$ cat src/rtl/motion_executor_if.sv
// motion_executor_if: command/speed bus from the motion-decision layer plus wheel drive and spin status back
interface motion_executor_if;
    logic       enable;
    logic [9:0] motion_command;
    logic [2:0] speed;
    logic       left_dir;
    logic       right_dir;
    logic       left_pwm;
    logic       right_pwm;
    logic       done_spin;
    logic       busy;

    modport master (
        output enable, motion_command, speed,
        input  left_dir, right_dir, left_pwm, right_pwm, done_spin, busy
    );

    modport slave (
        input  enable, motion_command, speed,
        output left_dir, right_dir, left_pwm, right_pwm, done_spin, busy
    );
endinterface

$ cat src/rtl/motion_executor.sv
// motion_executor: turns motion commands into wheel dir/PWM, times spins and holds done_spin; MOTION_BRAKE_EN adds a brake interval before spins entered from DRIVE
module motion_executor #(
    parameter int TICKS_PER_DEG = 4,
    parameter int PWM_DIV       = 1,
    parameter int BRAKE_CYCLES  = 16
) (
    input logic               clk,
    input logic               rst,
    motion_executor_if.slave  bus
);
`ifdef MOTION_BRAKE_EN
    typedef enum logic [2:0] {IDLE = 3'd0, DRIVE = 3'd1, SPIN = 3'd2, DONE = 3'd3, BRAKE = 3'd4} state_t;
`else
    typedef enum logic [2:0] {IDLE = 3'd0, DRIVE = 3'd1, SPIN = 3'd2, DONE = 3'd3} state_t;
`endif

    state_t      state_q, state_d;
    logic [31:0] cnt_q, cnt_d;
    logic [9:0]  lcmd_q, lcmd_d;
    logic        dir_q, dir_d;
    logic [8:0]  mag_q, mag_d;
    logic [1:0]  slot_q, slot_d;
    logic [31:0] pre_q, pre_d;
`ifdef MOTION_BRAKE_EN
    logic [31:0] brk_q, brk_d;
`endif
    logic        left_dir_q, left_dir_d;
    logic        right_dir_q, right_dir_d;
    logic        left_pwm_q, left_pwm_d;
    logic        right_pwm_q, right_pwm_d;
    logic        done_q, done_d;
    logic        busy_q, busy_d;

    logic        cmd_nz;
    logic [8:0]  mag_in;
    logic        latch;
    logic        drive_n, spin_n;
    logic [1:0]  duty;

    assign cmd_nz = |bus.motion_command;
    assign mag_in = bus.motion_command[8:0] > 9'd360 ? 9'd360 : bus.motion_command[8:0];

    // Next state, spin counter and latched command; disable overrides everything
    always_comb begin
        state_d = state_q;
        cnt_d   = cnt_q;
        lcmd_d  = lcmd_q;
        dir_d   = dir_q;
        mag_d   = mag_q;
        latch   = 1'b0;
`ifdef MOTION_BRAKE_EN
        brk_d   = brk_q;
`endif
        case (state_q)
            IDLE: begin
                state_d = cmd_nz ? SPIN : DRIVE;
                latch   = cmd_nz;
            end
            DRIVE: begin
                if (cmd_nz) begin
`ifdef MOTION_BRAKE_EN
                    state_d = BRAKE;
                    brk_d   = '0;
`else
                    state_d = SPIN;
`endif
                    latch   = 1'b1;
                end
            end
`ifdef MOTION_BRAKE_EN
            BRAKE: begin
                if (brk_q == 32'(BRAKE_CYCLES - 1)) state_d = SPIN;
                else brk_d = brk_q + 32'd1;
            end
`endif
            SPIN: begin
                if (cnt_q == '0) state_d = DONE;
                else cnt_d = cnt_q - 32'd1;
            end
            DONE: begin
                if (!cmd_nz) state_d = DRIVE;
                else if (bus.motion_command != lcmd_q) begin
                    state_d = SPIN;
                    latch   = 1'b1;
                end
            end
            default: state_d = IDLE;
        endcase
        if (latch && bus.enable) begin
            lcmd_d = bus.motion_command;
            dir_d  = bus.motion_command[9];
            mag_d  = mag_in;
            cnt_d  = 32'(mag_in) * 32'(TICKS_PER_DEG);
        end
        if (!bus.enable) begin
            state_d = IDLE;
            cnt_d   = '0;
        end
    end

    // Free-running PWM slot counter advanced by the prescaler
    always_comb begin
        pre_d  = pre_q == 32'(PWM_DIV - 1) ? '0 : pre_q + 32'd1;
        slot_d = pre_q == 32'(PWM_DIV - 1) ? slot_q + 2'd1 : slot_q;
    end

    // Moore outputs from the next state so they change on the same edge as the state
    always_comb begin
        drive_n     = state_d == DRIVE;
        spin_n      = state_d == SPIN;
        duty        = spin_n ? 2'd3 : drive_n ? bus.speed[1:0] : 2'd0;
        left_dir_d  = spin_n ? ~dir_d : drive_n & ~bus.speed[2];
        right_dir_d = spin_n ? dir_d : drive_n & ~bus.speed[2];
        left_pwm_d  = slot_d < duty;
        right_pwm_d = slot_d < duty;
        done_d      = state_d == DONE;
`ifdef MOTION_BRAKE_EN
        busy_d      = spin_n | (state_d == BRAKE);
`else
        busy_d      = spin_n;
`endif
    end

    // State, datapath and output registers
    always_ff @(posedge clk) begin
        if (rst) begin
            state_q     <= IDLE;
            cnt_q       <= '0;
            lcmd_q      <= '0;
            dir_q       <= 1'b0;
            mag_q       <= '0;
            slot_q      <= '0;
            pre_q       <= '0;
`ifdef MOTION_BRAKE_EN
            brk_q       <= '0;
`endif
            left_dir_q  <= 1'b0;
            right_dir_q <= 1'b0;
            left_pwm_q  <= 1'b0;
            right_pwm_q <= 1'b0;
            done_q      <= 1'b0;
            busy_q      <= 1'b0;
        end else begin
            state_q     <= state_d;
            cnt_q       <= cnt_d;
            lcmd_q      <= lcmd_d;
            dir_q       <= dir_d;
            mag_q       <= mag_d;
            slot_q      <= slot_d;
            pre_q       <= pre_d;
`ifdef MOTION_BRAKE_EN
            brk_q       <= brk_d;
`endif
            left_dir_q  <= left_dir_d;
            right_dir_q <= right_dir_d;
            left_pwm_q  <= left_pwm_d;
            right_pwm_q <= right_pwm_d;
            done_q      <= done_d;
            busy_q      <= busy_d;
        end
    end

    assign bus.left_dir  = left_dir_q;
    assign bus.right_dir = right_dir_q;
    assign bus.left_pwm  = left_pwm_q;
    assign bus.right_pwm = right_pwm_q;
    assign bus.done_spin = done_q;
    assign bus.busy      = busy_q;
endmodule
$ cat src/flat_wrapper.sv
// flat-port wrapper written by rule: the top's interface ports become plain ports
module motion_executor_flat 
#(
    parameter int TICKS_PER_DEG = 4,
    parameter int PWM_DIV       = 1,
    parameter int BRAKE_CYCLES  = 16
)
  (clk, rst, bus_enable, bus_motion_command, bus_speed, bus_left_dir, bus_right_dir, bus_left_pwm, bus_right_pwm, bus_done_spin, bus_busy);
  motion_executor_if bus_i ();
  input logic clk;
  input logic rst;
  input wire logic [$bits(bus_i.enable)-1:0] bus_enable;
  input wire logic [$bits(bus_i.motion_command)-1:0] bus_motion_command;
  input wire logic [$bits(bus_i.speed)-1:0] bus_speed;
  output wire logic [$bits(bus_i.left_dir)-1:0] bus_left_dir;
  output wire logic [$bits(bus_i.right_dir)-1:0] bus_right_dir;
  output wire logic [$bits(bus_i.left_pwm)-1:0] bus_left_pwm;
  output wire logic [$bits(bus_i.right_pwm)-1:0] bus_right_pwm;
  output wire logic [$bits(bus_i.done_spin)-1:0] bus_done_spin;
  output wire logic [$bits(bus_i.busy)-1:0] bus_busy;
  assign bus_i.enable = bus_enable;
  assign bus_i.motion_command = bus_motion_command;
  assign bus_i.speed = bus_speed;
  assign bus_left_dir = bus_i.left_dir;
  assign bus_right_dir = bus_i.right_dir;
  assign bus_left_pwm = bus_i.left_pwm;
  assign bus_right_pwm = bus_i.right_pwm;
  assign bus_done_spin = bus_i.done_spin;
  assign bus_busy = bus_i.busy;
  motion_executor #(.TICKS_PER_DEG(TICKS_PER_DEG), .PWM_DIV(PWM_DIV), .BRAKE_CYCLES(BRAKE_CYCLES)) u_core (.clk(clk), .rst(rst), .bus(bus_i));
endmodule
$ cat config.mk
export PLATFORM = sky130hd
export DESIGN_NAME = motion_executor_flat
export DESIGN_NICKNAME = d
export VERILOG_FILES = /design/src/rtl/motion_executor_if.sv /design/src/rtl/motion_executor.sv /design/src/flat_wrapper.sv
export SDC_FILE = /design/constraint.sdc
export NUM_CORES = 1
export LEC_CHECK = 0
export CAP_MARGIN = 20
export CORE_ASPECT_RATIO = 0.6
export CORE_UTILIZATION = 50
export CTS_BUF_LIST = sky130_fd_sc_hd__clkbuf_2
export CTS_CLUSTER_DIAMETER = 60
export CTS_CLUSTER_SIZE = 16
export DETAILED_ROUTE_END_ITERATION = 7
export HOLD_SLACK_MARGIN = 0.02
export PLACE_DENSITY = 0.68
export SETUP_SLACK_MARGIN = 0.4
export SKIP_LAST_GASP = 1
export SLEW_MARGIN = 20
export SYNTH_ARGS = -nofsm -noshare
export SYNTH_HDL_FRONTEND = slang
export SYNTH_SLANG_ARGS = --single-unit
$ cat constraint.sdc
create_clock -name clk -period 3 [get_ports clk]
set_input_delay 0.6 -clock clk [delete_from_list [all_inputs] [get_ports clk]]
set_output_delay 0.6 -clock clk [all_outputs]
set_load 0.1 [all_outputs]
# After elaboration in Yosys (flattened, before gate mapping)
# Index checks and enable logic that the tools add are counted.
[word_totals]
regBits = 85
in_bits = 16
out_inout_bits = 6
wordCells = 62
[classes]
n_addsub = 3
n_lt_le_gt_ge = 2
n_eq_ne = 8
muxes = 21
bitwise = 5
reduce_logical = 11
[ops]
columns = ["operator", "n"]
rows = [
  ["$logic_not A32 Y1", 2],
  ["$mux W11", 3],
  ["$add A32 B1 Y32 const B", 1],
  ["$sub A32 B1 Y32 const B", 1],
  ["$mux W3", 5],
  ["$eq A3 B2 Y1 const B", 4],
  ["$pmux W3 S4", 1],
  ["$ne A10 B10 Y1", 1],
  ["$reduce_or A10 Y1", 1],
  ["$gt A9 B9 Y1 const B", 1],
  ["$mux W9", 1],
  ["$mux W2", 4],
  ["$eq A3 B1 Y1 const B", 2],
  ["$mux W1", 6],
  ["$not A1 Y1", 4],
  ["$reduce_and A2 Y1", 2],
  ["$reduce_or A2 Y1", 2],
  ["$logic_not A3 Y1", 1],
  ["$pmux W1 S3", 1],
  ["$reduce_or A3 Y1", 1],
  ["$add A2 B1 Y2 const B", 1],
  ["$lt A2 B2 Y1", 1],
  ["$ne A2 B2 Y1 const B", 1],
  ["$reduce_bool A2 Y1", 1],
  ["other kinds (2)", 2],
]

# Logic depth before layout (Yosys ltp)
[depth]
depth_word = 9
depth_mapped = 11
mapped_depth_nobuf = 11

# Worst setup path before layout
# Ideal clock, no wire load.
[synth_path]
path_kind = "input to register"
startpoint = "input port bus_motion_command[9]"
endpoint = "register u_core.left_pwm_q, in the netlist u_core.bus.left_pwm"
setup_ns = 0.092
arrival_ns = 2.509
required_ns = 2.908
path_slack_ns = 0.399
cell_stages = 9
n_path_buf = 0
path_cell_list = "or4_1 > or3_4 > a21oi_2 > a22oi_1 > or2_1 > ha_1 > nor3_1 > nand2_1 > o32ai_1"
[synth_via]
elab_chain_cells = 9
word_cells_on_any_way = 13
cone_classes = "1 x order compare; 3 x eq/ne; 8 x mux; 1 x reduce/logical"
[synth_lines]
columns = ["item", "line_no", "text"]
rows = [
  ["from (decl)", "flat_wrapper.sv:13", "input wire logic [$bits(bus_i.motion_command)-1:0] bus_motion_command;"],
  ["$ne A10 B10 Y1", "motion_executor.sv:82", "else if (bus.motion_command != lcmd_q) begin"],
  ["$mux W3", "motion_executor.sv:82", ""],
  ["$mux W3", "motion_executor.sv:81", "if (!cmd_nz) state_d = DRIVE;"],
  ["$pmux W3 S4 (*)", "motion_executor.sv:54", "case (state_q)"],
  ["$mux W3 (*)", "motion_executor.sv:95", "if (!bus.enable) begin"],
  ["$eq A3 B1 Y1", "motion_executor.sv:109", "drive_n = state_d == DRIVE;"],
  ["$mux W2", "motion_executor.sv:111", "duty = spin_n ? 2'd3 : drive_n ? bus.speed[1:0] : 2'd0;"],
  ["$mux W2 (*)", "motion_executor.sv:111", ""],
  ["$lt A2 B2 Y1 (*)", "motion_executor.sv:114", "left_pwm_d = slot_d < duty;"],
  ["to (signal assigned)", "motion_executor.sv:156", "left_pwm_q <= left_pwm_d;"],
  ["to (decl)", "motion_executor.sv:29", "logic left_pwm_q, left_pwm_d;"],
]
# Mark *: on every way between the ends. The rest lies on a longest branch, timed or not.
# A chain may end at the register's enable or synchronous reset.

# Worst setup path after layout
# Ends and elaborated chain as after synthesis.

==> results_dict.tcl <==
set metrics [dict create \
    design_area_um2 4600 \
    crit_path_end_kind "flip-flop" \
    synth_top_cell_area_share_pct 41.5 \
    ir_drop_mv 0.212 \
    wl_per_cell_um 14.2 \
    yosysUniqueCellTypes 53 \
    synth_flop_cell "dfxtp_1" \
    first_pass_iters 5 \
    clockBufferDepth 2 \
    worstSkewPairLatency_ns 0.57 \
    clock-skew-final_ns 0.0294 \
    totalPowerFinal_w 0.00193 \
    maxSlewViolCount 0 \
    globalplace.congestion 0.846 \
    die_w_um 119 \
    synth.area.top_cells "dfxtp_1, nor2_1, xnor2_1, xor2_1, nand2_1" \
    clkSinkCount 85 \
    synth_fp_nets 501 \
    grt_pass1_wl_um 14900 \
    crit_fanout 4 \
    postRouteWirelength_um 8920 \
    yosys_warnings 0 \
    drcViolationCount 0 \
    grt_pass1_vias 3054 \
    cp_data_arrival_time_ns 3.03 \
    port-buffer-count 21 \
    slew_headroom_pct 57.6 \
    synth_seq_cells 85 \
    hpwl_um 6590 \
    hp-class "reg2reg" \
    syn_to_final_growth_pct 12.2 \
    start_util_pct 51.8 \
    rsz0062_at_grt "yes" \
    yosysMostFrequentCell "nor2_1" \
    synth_area_per_cell_um2 8.54 \
    fin_util_pct 58.1 \
    grt_max_degree 30 \
    core_um2 7910 \
    p_leak_nw 1.63 \
    cp.required_ns 3.50 \
    syn_inst 480 \
    synth_edf_count 0 \
    tightest_slew_ns 0.635 \
    setup_viol 0 \
    avgViaCountPerCell 5.44 \
    htreeDepth 3 \
    fin_nets 537 \
    antenna_found_initial 0 \
    hold_viol 0 \
    numCtsBuffers 9 \
    fin_crit_ns 2.53 \
    whs_ns 0.483 \
    ant_nets 0 \
    dieArea_um2 8580 \
    min_from "u_core.lcmd_q[2]" \
    vias 3420 \
    grtUsageTotal_pct 22.4 \
    yosys.area.top_type "dfxtp_1" \
    diodes 0 \
    timing.fmax_ghz 0.395 \
    drive_above_1_share_pct 11.7 \
    root_buffer "clkbuf_2" \
    max_cap_viol_count 0 \
    synth_commonest_cells "nor2_1, dfxtp_1, nand2_1" \
    nFillCells 714 \
    r2r-start "u_core.cnt_q[0]" \
    synth_area_um2 4100 \
    path_clk_slew_ns 0.22 \
    status "finished clean" \
    grt_overflow 0 \
    cts_hold_buf 0 \
    first_iter_violations 179 \
    async_flop_share_pct 0 \
    die_h_um 72.1 \
    cts_tree "built" \
    powerDensity_nw_per_um2 419 \
    cp-start-kind "primary input" \
    pin_count 22 \
    placedInstanceArea_um2 4490 \
    finalCritPeriodShare_pct 84.4 \
    seq_area_frac_synth_pct 41.5 \
    cp-startpoint "bus_motion_command[9]" \
    rows 25 \
    worstSetupPathType "in2reg" \
]
[routing by layer]
metal	part of all wire (%)	track usage, %	vias up
met3	5.5	7.08	8
met4	0.85	5.63	0
li1	-	-	1728
met2	38	28.9	85
met5	0	0	-
met1	56	34.8	1599
[sequential cells by signal, summed over array words and instances (netlist names)]
signal,flops
u_core.bus.left_dir,1
u_core.state_q,3
u_core.lcmd_q,10
u_core.bus.done_spin,1
u_core.pre_q,32
u_core.bus.left_pwm,1
u_core.slot_q,2
u_core.cnt_q,32
u_core.bus.right_dir,1
u_core.dir_q,1
u_core.bus.busy,1
[repair_timing]
action / 4_1_cts / 5_1_grt
setup buffers: 0 / 1
setup endpoints to repair: 0 / 2
gates resized for setup: 0 / 1
[cells in the final DEF, fill, tap and decap left out, drive strengths merged, types with 6 or more instances in the layout]
cell type	count
nor3	24
inv	11
xor2	31
a21oi	16
or2	6
buf	26
clkdlybuf4s50	15
nand3	22
xnor2	37
a211oi	7
or3	6
nand2	42
nor2	88
and4	6
nand4	12
clkbuf	11
dfxtp	85
nor4	19
[cell type report]
class | count | area [µm²] | share of cell area [%]
clock buffers | 11 | 55.1 | 1.20
well taps | 108 | 135 | 2.94
flip-flops and latches | 85 | 1700 | 37.0
clock inverters | 5 | 27.5 | 0.599
inverters | 11 | 41.3 | 0.898
repair buffers | 41 | 370 | 8.05
multi-input cells | 368 | 2270 | 49.3
[per-stage QoR]
stage               instances  TNS [ns]  worst slack [ns]
global route              629         0             0.387
CTS                       628         0             0.519
global placement          612    -0.101            -0.101
detailed placement        612    -0.123            -0.123
floorplan                 480         0             0.413
finish                    629         0             0.468
[critical path, cell delays in order]
cell and delay, ns:
clkdlybuf4s50_1 0.41, or4_1 0.52, or3_4 0.45, a21oi_4 0.16
a22oi_1 0.10, or2_1 0.22, ha_1 0.19, nor3_1 0.17
nand2_1 0.08, o32ai_1 0.13
[final timing paths]
path                                            end  cells past startpoint  slack [ns]
worst max register to register  u_core.bus.left_pwm                      9        0.57
worst min-delay path               u_core.lcmd_q[2]                      2        0.48
worst max-delay path            u_core.bus.left_pwm                     10        0.47
worst min register to register     u_core.lcmd_q[2]                      2        0.48
[where the power goes]
part | total [W] | switching (W) | internal, W | leakage [nW]
sequential | 0.00117 | 0.0000152 | 0.00115 | 0.688
combinational | 0.000261 | 0.000154 | 0.000106 | 0.878
clock | 0.000500 | 0.000390 | 0.000111 | 0.0631
[kinds of logic after synthesis]
kind of cell,Yosys count,synth area share (%)
other cells,1,0.0915
compound gates,42,7.02
xor+xnor,68,14.5
flops,85,41.5
simple gates,248,30.7
fa+ha+maj,5,1.53
mux,4,1.07
buf+inv,27,3.51
Power figures use the tool's default switching activity.
